File: src/rtl/instruction_fetch_unit.sv
// Purpose: byte-serial instruction fetcher that assembles little-endian words and queues them, tagged with their PC, in a prefetch FIFO.
// Latency: 3 cycles per byte (REQ, ACCEPT, DATA) plus memory busy time; a completed word is visible at the FIFO head the next cycle.
// Backpressure: fetch stalls at a word boundary while the FIFO is full; the decoder pops with instrValid & instrReady.
// Ports: clk/reset (async, active-high); memAddr/memRequest/memData/memBusy = MMU instruction port B;
//        redirect/redirectPc = flush and restart fetch; instr/instrPc/instrValid/instrReady = FIFO head to the decoder.
module instruction_fetch_unit #(
    parameter int ADDRESS_WIDTH = 32,
    parameter int BUS_WIDTH     = 8,
    parameter int INSTR_WIDTH   = 32,
    parameter int FIFO_DEPTH    = 4,
    parameter logic [ADDRESS_WIDTH-1:0] RESET_PC = '0
) (
    input  logic                     clk,
    input  logic                     reset,
    output logic [ADDRESS_WIDTH-1:0] memAddr,
    output logic                     memRequest,
    input  logic [BUS_WIDTH-1:0]     memData,
    input  logic                     memBusy,
    input  logic                     redirect,
    input  logic [ADDRESS_WIDTH-1:0] redirectPc,
    output logic [INSTR_WIDTH-1:0]   instr,
    output logic [ADDRESS_WIDTH-1:0] instrPc,
    output logic                     instrValid,
    input  logic                     instrReady
);
    localparam int BYTES = INSTR_WIDTH / BUS_WIDTH;
    localparam int IDX_W = (BYTES > 1) ? $clog2(BYTES) : 1;
    localparam int PTR_W = $clog2(FIFO_DEPTH);
    localparam logic [ADDRESS_WIDTH-1:0] ALIGN_MASK = ~ADDRESS_WIDTH'(BYTES - 1);
    localparam logic [IDX_W-1:0] LAST_IDX   = IDX_W'(BYTES - 1);
    localparam logic [PTR_W:0]   FULL_COUNT = (PTR_W + 1)'(FIFO_DEPTH);
    localparam logic [PTR_W:0]   COUNT_ONE  = (PTR_W + 1)'(1);

    typedef enum logic [1:0] {REQ, ACCEPT, DATA} fetchStateT;

    fetchStateT               state;
    logic [ADDRESS_WIDTH-1:0] fetchPc;
    logic [IDX_W-1:0]         byteIdx;
    logic                     discard;
    logic [INSTR_WIDTH-1:0]   word;
    logic [INSTR_WIDTH-1:0]   wordNext;

    logic [INSTR_WIDTH-1:0]   instrMem [FIFO_DEPTH];
    logic [ADDRESS_WIDTH-1:0] pcMem [FIFO_DEPTH];
    logic [PTR_W-1:0]         rdPtr;
    logic [PTR_W-1:0]         wrPtr;
    logic [PTR_W:0]           count;

    logic fifoFull;
    logic byteDone;
    logic push;
    logic pop;

    assign fifoFull   = (count == FULL_COUNT);
    assign instrValid = (count != '0);
    assign instr      = instrValid ? instrMem[rdPtr] : '0;
    assign instrPc    = instrValid ? pcMem[rdPtr] : '0;

    // The access in flight finishes on the first non-busy cycle in DATA.
    assign byteDone = (state == DATA) && !memBusy;
    // Redirect kills both the completing word and any pop in the same cycle.
    assign push = byteDone && !discard && !redirect && (byteIdx == LAST_IDX);
    assign pop  = instrValid && instrReady && !redirect;

    // Assembly word with the incoming byte merged in, so the last byte can be pushed directly.
    always_comb begin
        wordNext = word;
        for (int b = 0; b < BYTES; b++) begin
            if (byteIdx == IDX_W'(b)) begin
                wordNext[b*BUS_WIDTH +: BUS_WIDTH] = memData;
            end
        end
    end

    always_ff @(posedge clk or posedge reset) begin
        if (reset) begin
            state      <= REQ;
            fetchPc    <= RESET_PC;
            byteIdx    <= '0;
            discard    <= 1'b0;
            word       <= '0;
            memAddr    <= RESET_PC;
            memRequest <= 1'b0;
        end else begin
            case (state)
                REQ: begin
                    // FIFO space is only checked at word start; a started word always has a slot.
                    if (!redirect && !((byteIdx == '0) && fifoFull)) begin
                        memRequest <= 1'b1;
                        memAddr    <= fetchPc + ADDRESS_WIDTH'(byteIdx);
                        state      <= ACCEPT;
                    end else begin
                        memRequest <= 1'b0;
                    end
                end
                ACCEPT: begin
                    if (memBusy) begin
                        memRequest <= 1'b0;
                        state      <= DATA;
                    end
                end
                DATA: begin
                    if (!memBusy) begin
                        state   <= REQ;
                        discard <= 1'b0;
                        if (!discard && !redirect) begin
                            word <= wordNext;
                            if (byteIdx == LAST_IDX) begin
                                fetchPc <= fetchPc + ADDRESS_WIDTH'(BYTES);
                                byteIdx <= '0;
                            end else begin
                                byteIdx <= byteIdx + IDX_W'(1);
                            end
                        end
                    end
                end
                default: state <= REQ;
            endcase

            // Redirect overrides the updates above. An access already issued cannot be
            // aborted, so its byte is marked for discard unless it completes this cycle.
            if (redirect) begin
                fetchPc <= redirectPc & ALIGN_MASK;
                byteIdx <= '0;
                if ((state != REQ) && !byteDone) begin
                    discard <= 1'b1;
                end
            end
        end
    end

    always_ff @(posedge clk or posedge reset) begin
        if (reset) begin
            rdPtr <= '0;
            wrPtr <= '0;
            count <= '0;
        end else if (redirect) begin
            rdPtr <= '0;
            wrPtr <= '0;
            count <= '0;
        end else begin
            if (push) begin
                wrPtr <= wrPtr + 1'b1;
            end
            if (pop) begin
                rdPtr <= rdPtr + 1'b1;
            end
            if (push && !pop) begin
                count <= count + COUNT_ONE;
            end else if (!push && pop) begin
                count <= count - COUNT_ONE;
            end
        end
    end

    always_ff @(posedge clk) begin
        if (push) begin
            instrMem[wrPtr] <= wordNext;
            pcMem[wrPtr]    <= fetchPc;
        end
    end

endmodule

File: config.mk
export PLATFORM = sky130hd
export DESIGN_NAME = instruction_fetch_unit
export DESIGN_NICKNAME = d
export VERILOG_FILES = /design/src/rtl/instruction_fetch_unit.sv
export SDC_FILE = /design/constraint.sdc
export NUM_CORES = 1
export LEC_CHECK = 0
export CAP_MARGIN = 20
export CORE_AREA = 2 2 210 212
export DETAILED_ROUTE_END_ITERATION = 7
export DIE_AREA = 0 0 212 214
export SYNTH_ARGS = -nofsm -noshare
export SYNTH_HDL_FRONTEND = slang
export SYNTH_SLANG_ARGS = --single-unit
File: constraint.sdc
create_clock -name clk -period 5.51 [get_ports clk]
set_input_delay 0.8265 -clock clk [delete_from_list [all_inputs] [get_ports clk]]
set_output_delay 0.8265 -clock clk [all_outputs]
set_load 0.02 [all_outputs]
==> results of run 1 <==
## sequential cells by signal (all words and copies together), names as in the netlist
register    flops
wrPtr           2
rdPtr           2
word           32
fetchPc        30
pcMem         120
memRequest      1
discard         1
instrMem      128
count           3
byteIdx         2
memAddr        32
state           2
## kinds of logic after synthesis
| family | synth area share |
|---|---|
| flip-flops | 0.678 |
| AO/OA/AOI/OAI | 0.0351 |
| other | 0.000251 |
| adder cells (fa/ha/maj) | 0.00972 |
| buffers and inverters | 0.0189 |
| XOR/XNOR | 0.0123 |
| multiplexers | 0.145 |
| AND/OR/NAND/NOR | 0.101 |
## cell usage after synthesis (all sizes together), types with 2 or more instances
cell and n:
edfxtp 248, dfrtp 107, nand2 85, and2 65, mux2 65, mux4 63
clkbuf 44, nor2 34, o21ai 30, a31oi 24, or4 24, nand3 18
o31ai 15, buf 14, nand4 13, inv 12, xnor2 12, and3 10
ha 10, or3 10, xor2 9, nor3 7, a21oi 6, nor4 4
or4b 4, nand2b 3, o211ai 3, o41ai 3, and4 2
## per-stage QoR
| stage | utilization | worst slack [ps] | cell area [sq um] | instances | hold WS (ps) |
|---|---|---|---|---|---|
| 2_1_floorplan | - | 1450 | 14900 | 957 | 454 |
| 3_3_place_gp | 0.397 | 1580 | 17000 | 1642 | 463 |
| 5_1_grt | 0.425 | 1240 | 18200 | 1714 | 496 |
| 4_1_cts | 0.425 | 1340 | 18200 | 1714 | 484 |
| 3_5_place_dp | 0.397 | 1520 | 17000 | 1642 | 470 |
| 6_report | 0.425 | 1470 | 18200 | 1716 | 476 |
## tightest hold or removal path: stages (launching register included)
cell and delay, ps:
dfrtp_1 340, nand2_1 50, nand2_1 50
## worst max-delay path by stage
stage                        start             end
after floorplan            memBusy  instrMem[0][0]
after global placement     memBusy        count[2]
after detailed placement   memBusy        count[2]
after CTS                 rdPtr[0]       instr[25]
after global routing      rdPtr[0]       instr[14]
final                     rdPtr[0]       instr[14]
## power by group through the flow
stage,Clock (mW),Sequential (mW),Combinational (mW)
2_1_floorplan,0,3.38,1.30
3_5_place_dp,0,3.40,2.44
5_1_grt,2.63,3.39,2.57
4_1_cts,2.54,3.35,2.45
6_report,2.46,3.34,2.38
3_3_place_gp,0,3.39,2.42
## metal layers
metal  vias to the layer above  wire (um)
li1                       3946          -
met1                      4494      15900
met2                       232      16900
met3                        39       1870
met4                         2        491
met5                         -         13
## cell type report
cell class / count / share of cell area
Clock buffer: 56 / 0.0604
Antenna cell: 2 / 0.000274
Sequential cell: 355 / 0.555
Timing Repair Buffer: 158 / 0.0853
Tap cell: 585 / 0.0401
Multi-Input combinational cell: 532 / 0.249
Inverter: 12 / 0.00261
Clock inverter: 16 / 0.00645
==> run metrics, run 1 <==
#FFs+latches synth 355; fin crit share 0.733; Hold Crit Start memAddr[1]; Rows 76; Final #Nets 1154; Pint roughly 5.7 mW; final setup violation count 0; setup bufs post-CTS 0; CP max FO 43; grt met3 use 0.0333; DR vias/cell about 5.1; 1st-pass router iterations 5; IO buf count ~140; Remaining DRCs 0; Pwr Total around 8.2 mW; Crit. End Element primary output; max-cap violation count 0; layout cell share with drive strength beyond 1 0.169; clock group share of total power 0.301; critical path's top delay family flip-flops; gpl congestion ~0.8; Worst Setup Path Type reg -> out; clock sinks roughly 360; prevailing post-synth register cell edfxtp_1; Hold Crit Depth 2; fmax approximately 0.25 GHz; Area growth, synth to finish 22.2%; GRT Util Overall 0.158; drt wl/cell between 20 and 25 um; Cells after Synth between 900 and 1000; IO Pins 143; Multi-input gate area roughly 4500 sq um; final WL approximately 35000 um; CTS max path bufs 3; CP Launch Type register; EDFF count, synth around 250; CORE AREA between 40000 and 50000 sq um; min Tclk post-route 4040 ps; post-synth top area cell edfxtp_1; Skew-Pair Late Insertion Delay ~540 ps; final hold violation count 0; clock skew about 14 ps; Syn. warnings 0; Netlist cell types between 40 and 50; height of the die 214 um; reg2reg path depth 9; VDD IR max 0.223 mV; CTS Hold Bufs 0; Worst R2R End count[2]; Worst-Margin Slew slightly below 1000 ps; Avg Inst Size Synth around 16 sq um; reg-to-reg startpoint state[0]; vias in the first global route around 8700; main area contributors after synthesis edfxtp_1 (50%), dfrtp_1 (18%), mux4_2 (9.5%); FF/Latch Area ~10000 sq um; max_slew headroom 0.359; Async SR Flop Fraction 0.301; Resize count post-CTS 0; grt ovf 0; Hold/Removal Path Class reg -> reg; Slew Viols, Final 0; met2 Track Usage GR 0.252; sequential share of the synthesized area 0.678; RSZ-0062 raised after global routing false; first-pass GRT wire length between 50000 and 60000 um; sw frac 0.306; Initial DRC Count 481; CTS Buf Count 39; CP bufs+invs 2; Clk Tree Root Cell clkbuf_16; Die W 212 um; status complete, no violations; DR vias 8713; GR peak layer met2; hpwl dp 22100 um; post-synth top area share 0.499; setup TNS 0 ps; Reg clk slew, reported paths approximately 60 ps; slowest CP cell dfrtp_4; Starting Density 0.348; critical path data arrival time 3210 ps; die area roughly 45000 sq um; Reg power frac 0.408; most frequent cells in the layout edfxtp_1 (248), clkdlybuf4s50_1 (138), dfrtp_1 (105), nand2_1 (85), and2_1 (65); Crit path depth 4; fillers around 3900; met1 Use GR 0.222; Routed Antenna Nets 0; CP max stage delay 1070 ps; r2r setup slk around 2400 ps; commonest non-fill, non-tap cell in the layout edfxtp_1; Lkg Pwr between 6 and 7 nW; CTS tree done; Post-Syn Area 14900 sq um; largest net degree at the start of global routing 45; net switching power between 2 and 3 mW; H-tree Lvls 2; combinational power share 0.291; CP cell instances buf_12 > mux4_2 > and2_1 > clkdlybuf4s50_1; initial antenna violation count 1; CP required about 4700 ps; PD cells around 450 nW/um^2; worst hold endpoint memAddr[1]
No activity file was read; power rests on OpenSTA's default activity.
==> inputs of run 2 (changes only) <==
==> constraint.sdc (replaced) <==
create_clock -name clk -period 3.6 [get_ports clk]
set_input_delay 0.54 -clock clk [delete_from_list [all_inputs] [get_ports clk]]
set_output_delay 0.54 -clock clk [all_outputs]
set_load 0.02 [all_outputs]
==> run 2 against run 1 <==
Compared with the run above: sequential share of layout area down 0.68 points; register-to-register slack lost 1300 ps; first-iteration DRC count up 5.4%; final cell count up 0.70%; sequential power up 50%; core utilization is 0.53 points higher; global-route usage is 0.13 points higher; count of clock-buffer cells in the layout up 2; critical endpoint unchanged; largest cell class unchanged; highest routed layer is now met4.
==> run metrics, run 2 (synthesis results as in run 1) <==
status complete, no violations (unchanged); min Tclk post-route 3290 ps; largest net degree at the start of global routing 50 (was 45); CORE AREA 42900 sq um (unchanged); Worst Setup Path Type reg -> out (unchanged); Resize count post-CTS 0 (unchanged); Initial DRC Count 507 (was 481); vias in the first global route 9017 (was 8727); RSZ-0062 raised after global routing false (unchanged); Routed Antenna Nets 0 (unchanged); Remaining DRCs 0 (unchanged); die area 45400 sq um (unchanged); fmax approximately 0.30 GHz; Worst-Margin Slew 732 ps (was 961 ps); Lkg Pwr 6.33 nW (was 6.23 nW); max-cap violation count 0 (unchanged); CP max FO 19 (was 43); hpwl dp 22400 um (was 22100 um); DR vias 8716 (was 8713); gpl congestion 0.797 (was 0.781); biggest regs instrMem: 128 flops, pcMem: 120 flops (unchanged); met1 WL 15900 um (about the same); Final #Nets 1166 (was 1154); drt wl/cell 20.4 um (was 20.5 um); H-tree Lvls 2 (unchanged); most frequent cells in the layout edfxtp_1 (248), clkdlybuf4s50_1 (138), dfrtp_1 (105), nand2_1 (85), and2_1 (65) (unchanged); Crit. End Element primary output (unchanged); fillers 3896 (was 3876); reg2reg path depth 4 (was 9); VDD IR max 0.405 mV (was 0.223 mV); DR vias/cell 5.04 (was 5.08); Reg clk slew, reported paths 60 ps (about the same); height of the die 214 um (unchanged); setup bufs post-CTS 0 (unchanged); Hold/Removal Path Class in -> async (was reg -> reg); CTS Buf Count 40 (was 39); setup TNS 0 ps (unchanged); final WL 35300 um (was 35100 um); critical path data arrival time 2750 ps (was 3210 ps); clock sinks 355 (unchanged); Clk Tree Root Cell clkbuf_16 (unchanged); CP Launch Type register (unchanged); max reg flops 128 (unchanged); clock skew 31.6 ps (was 13.7 ps); initial antenna violation count 2 (was 1); commonest non-fill, non-tap cell in the layout edfxtp_1 (unchanged); final setup violation count 0 (unchanged); PD cells 695 nW/um^2 (was 449 nW/um^2); fin crit share 0.915; cell area after layout 18500 sq um (was 18200 sq um); Rows 76 (unchanged); CTS tree done (unchanged); 1st-pass router iterations 4 (was 5); IO Pins 143 (unchanged); max_slew headroom 0.508 (was 0.359); first-pass GRT wire length 55000 um (was 54100 um); Skew-Pair Late Insertion Delay 540 ps (about the same); top routing layer in use met4 (was met5); layout cell share with drive strength beyond 1 0.180 (was 0.169); CTS Hold Bufs 0 (unchanged); Slew Viols, Final 0 (unchanged); Starting Density 0.348 (unchanged); Area growth, synth to finish 23.7% (was 22.2%); met3 wire length 1710 um (was 1870 um); WL met2 17000 um (was 16900 um); Die W 212 um (unchanged); post-layout util 0.431 (was 0.425); worst hold margin 430 ps (was 476 ps); CP required 3060 ps (was 4680 ps); IO buf count 138 (unchanged); GRT Util Overall 0.159 (was 0.158); grt ovf 0 (unchanged); register with the most flip-flops instrMem (unchanged); final hold violation count 0 (unchanged); total placed instance area 17200 sq um (was 17000 sq um); CTS max path bufs 3 (unchanged)
==> run 2: cell types whose count changed in the layout (fill, tap and decap cells not counted) <==
cell	change
buf_12	+6
buf_4	+5
bufinv_16	+1
clkbuf_1	-1
clkbuf_16	+1
clkbuf_8	+2
clkinv_1	-1
clkinv_2	-1
clkinv_8	-1
clkinvlp_4	+1
diode_2	-1
inv_6	+1
==> run 2: worst paths after layout <==
check | slack [ps] | end | start
worst max-delay path | 310 | instr[14] | count[2]
worst min-delay path | 430 | memAddr[22] | reset
worst max register to register | 1040 | fetchPc[25] | fetchPc[9]
worst min register to register | 480 | memAddr[9] | memAddr[9]
max in group asynchronous | 2420 | word[26] | reset
min in group clk | 480 | memAddr[9] | memAddr[9]
==> run 2: power by group <==
part	total (mW)	switching (mW)	internal, mW
logic	3.84	2.00	1.84
clock network	3.96	1.60	2.37
registers	5.02	0.311	4.71
==> run 2: final cells by class <==
cell class                      instances  area, sq um  share of cell area
Antenna cell                            1         2.50            0.000136
Clock buffer                           58         1150              0.0623
Clock inverter                         16          139             0.00752
Inverter                               12         47.5             0.00258
Multi-Input combinational cell        532         4550               0.246
Sequential cell                       355        10100               0.549
Tap cell                              585          732              0.0396
Timing Repair Buffer                  169         1710              0.0928
==> run 2: routing by layer <==
metal,global-route usage,vias to the layer above
met1,0.217,4475
li1,-,3965
met2,0.261,235
met3,0.0306,41
met5,0,-
met4,0.0394,0
==> run 2: worst max-delay path: stages (launching register included) <==
cell	delay, ps
dfrtp_1	420
or3_2	730
buf_4	310
and2_1	200
clkdlybuf4s50_1	550
==> run 2: through the flow <==
stage / total power, mW / setup WS [ps] / instances
final: 12.8 / 305 / 1728
after global routing: 13.4 / 182 / 1727
after CTS: 13.0 / 232 / 1727
after detailed placement: 9.00 / 645 / 1653
after global placement: 8.96 / 662 / 1653
after floorplan: 7.16 / 243 / 957
==> inputs of run 3 (changes only) <==
--- a/config.mk
+++ b/config.mk
@@ -9,6 +9,8 @@
 export CORE_AREA = 2 2 210 212
 export DETAILED_ROUTE_END_ITERATION = 7
 export DIE_AREA = 0 0 212 214
+export RECOVER_POWER = 100
+export SKIP_CTS_REPAIR_TIMING = 1
 export SYNTH_ARGS = -nofsm -noshare
 export SYNTH_HDL_FRONTEND = slang
 export SYNTH_SLANG_ARGS = --single-unit
==> run 3 against run 2 <==
Compared with the run above: the run now ends with capacitance limit, slew limit left; critical path type unchanged; non-clock buffer count stayed put; count of clock-buffer cells in the layout is the same; final area down 0.66%; combinational power shrank 5%; power decreased by 1.6%; core utilization shrank 0.28 points; sequential power is essentially flat; register-to-register slack got worse by 690 ps; hold slack improved by 44 ps; via count rose by 0.44%; highest routed layer unchanged; die area did not move.
==> run metrics, run 3 (synthesis results as in run 1) <==
Area growth, synth to finish 22.9% (was 23.7%); initial antenna violation count 2 (unchanged); CTS max path bufs 3 (unchanged); max-cap violation count 2 (was 0); clock group share of total power 0.314 (was 0.309); status complete, but fails checks (was complete, no violations); Worst Setup Path Type reg -> out (unchanged); Hold Crit Start memAddr[12]; 1st-pass router iterations 4 (unchanged); IO Pins 143 (unchanged); worst hold margin 473 ps (was 430 ps); largest net degree at the start of global routing 50 (unchanged); GRT Util Overall 0.159 (unchanged); Initial DRC Count 520 (was 507); VDD IR max 0.376 mV (was 0.405 mV); max reg flops 128 (unchanged); Rows 76 (unchanged); cell area after layout 18300 sq um (was 18500 sq um); layout cell share with drive strength beyond 1 0.138 (was 0.180); Hold/Removal Path Class reg -> reg (was in -> async); min Tclk post-route 3400 ps (was 3290 ps); Die W 212 um (unchanged); Pint 8.74 mW (was 8.91 mW); RSZ-0062 raised after global routing false (unchanged); CTS tree done (unchanged); setup TNS 0 ps (unchanged); # placed instances 1653 (unchanged); Pwr Total 12.6 mW (was 12.8 mW); gpl congestion 0.797 (unchanged); Skew-Pair Late Insertion Delay 540 ps (about the same); critical path data arrival time 2860 ps (was 2750 ps); clock sinks 355 (unchanged); WL met2 17100 um (was 17000 um); Starting Density 0.348 (unchanged); Reg clk slew, reported paths 60 ps (about the same); PD cells 688 nW/um^2 (was 695 nW/um^2); CORE AREA 42900 sq um (unchanged); register with the most flip-flops instrMem (unchanged); CP startpoint rdPtr[1] (was count[2]); fmax 0.294 GHz (was 0.304 GHz); CP cell instances buf_12 > mux4_2 > and2_1 > dlygate4sd3_1 (was or3_2 > buf_4 > and2_1 > clkdlybuf4s50_1); Routed Antenna Nets 0 (unchanged); total placed instance area 17200 sq um (unchanged); Remaining DRCs 0 (unchanged); final hold violation count 0 (unchanged); reg2reg path depth 5 (was 4); final setup violation count 0 (unchanged); height of the die 214 um (unchanged); failing checks capacitance limit, slew limit; DR vias/cell 5.07 (was 5.04); combinational power share 0.289 (was 0.300); CTS Buf Count 40 (unchanged); met1 WL 15800 um (was 15900 um); hpwl dp 22400 um (unchanged); Lkg Pwr 6.45 nW (was 6.33 nW); Final #Nets 1166 (unchanged); vias in the first global route 9017 (unchanged); biggest regs instrMem: 128 flops, pcMem: 120 flops (unchanged); H-tree Lvls 2 (unchanged); first-pass GRT wire length 55000 um (unchanged); met3 wire length 1650 um (was 1710 um); CP required 3060 ps (about the same); Final Non-Filler Cells 1728 (unchanged); Slew Viols, Final 70 (was 0); fin crit share 0.945 (was 0.915); CP max FO 35 (was 19); commonest non-fill, non-tap cell in the layout edfxtp_1 (unchanged); reg-to-reg startpoint state[0] (was fetchPc[9]); CP Launch Type register (unchanged); CP max stage delay 780 ps (was 730 ps); DR vias 8754 (was 8716); final WL 35200 um (was 35300 um); top routing layer in use met4 (unchanged); sw frac 0.307 (was 0.305); net switching power 3.88 mW (was 3.91 mW); max_slew headroom -0.444 (was 0.508); slowest CP cell dfrtp_1 (was or3_2); Hold Crit Depth 2; clock skew 32.2 ps (was 31.6 ps); fillers 3923 (was 3896); Reg power frac 0.397 (was 0.391); most frequent cells in the layout edfxtp_1 (248), dfrtp_1 (106), nand2_1 (85), clkdlybuf4s50_1 (70), dlygate4sd3_1 (68) (was edfxtp_1 (248), clkdlybuf4s50_1 (138), dfrtp_1 (105), nand2_1 (85), and2_1 (65)); Crit. End Element primary output (unchanged); Clk Tree Root Cell clkbuf_16 (unchanged); drt wl/cell 20.4 um (about the same); die area 45400 sq um (unchanged); Worst-Margin Slew 2150 ps (was 732 ps); IO buf count 138 (unchanged); grt ovf 0 (unchanged)
run 3: cell types whose count changed in the layout (fill, tap and decap cells not counted), moves of 14 or more:
cell             delta
mux2_1             +32
mux2_2             -32
dlygate4sd3_1      +68
buf_4              -14
clkdlybuf4s50_1    -68
run 3: area by class of cell:
cell class	count	area [sq um]	share of cell area
antenna	1	2.50	0.000136
timing repair buffer	169	1620	0.0882
sequential	355	10100	0.552
clock inverter	16	139	0.00757
inverter	12	46.3	0.00252
multi-input combinational	532	4530	0.247
tap	585	732	0.0399
clock buffer	58	1150	0.0627
run 3: stage by stage:
stage / util / setup slack [ps]
3_5_place_dp: 0.400 / 645
5_1_grt: 0.428 / 92.3
3_3_place_gp: 0.400 / 662
2_1_floorplan: - / 243
6_report: 0.428 / 199
4_1_cts: 0.430 / 232
run 3: final timing paths:
check / end / slack [ps]
min in group asynchronous: memAddr[22] / 1020
min: memAddr[12] / 470
max in group asynchronous: memAddr[4] / 900
min reg2reg: memAddr[12] / 470
max reg2reg: word[28] / 350
max: instrPc[22] / 200
run 3: power by group through the flow:
stage	Clock, mW	Sequential [mW]	Combinational [mW]
final	3.96	5.00	3.65
after global routing	4.21	5.05	3.96
after CTS	4.05	5.02	3.93
after detailed placement	0	5.10	3.91
after global placement	0	5.09	3.87
after floorplan	0	5.17	1.99
run 3: critical path, delay by kind of cell (launching register included):
kind / cells / cell delay [ps]
flip-flops: 1 / 780
buffers and inverters: 2 / 980
multiplexers: 1 / 380
AND/OR/NAND/NOR: 1 / 180
run 3: routing by layer:
metal  GRT usage  vias to the layer above
met4      0.0394                        0
met1       0.217                     4513
met5           0                        -
met2       0.261                      230
met3      0.0306                       41
li1            -                     3970
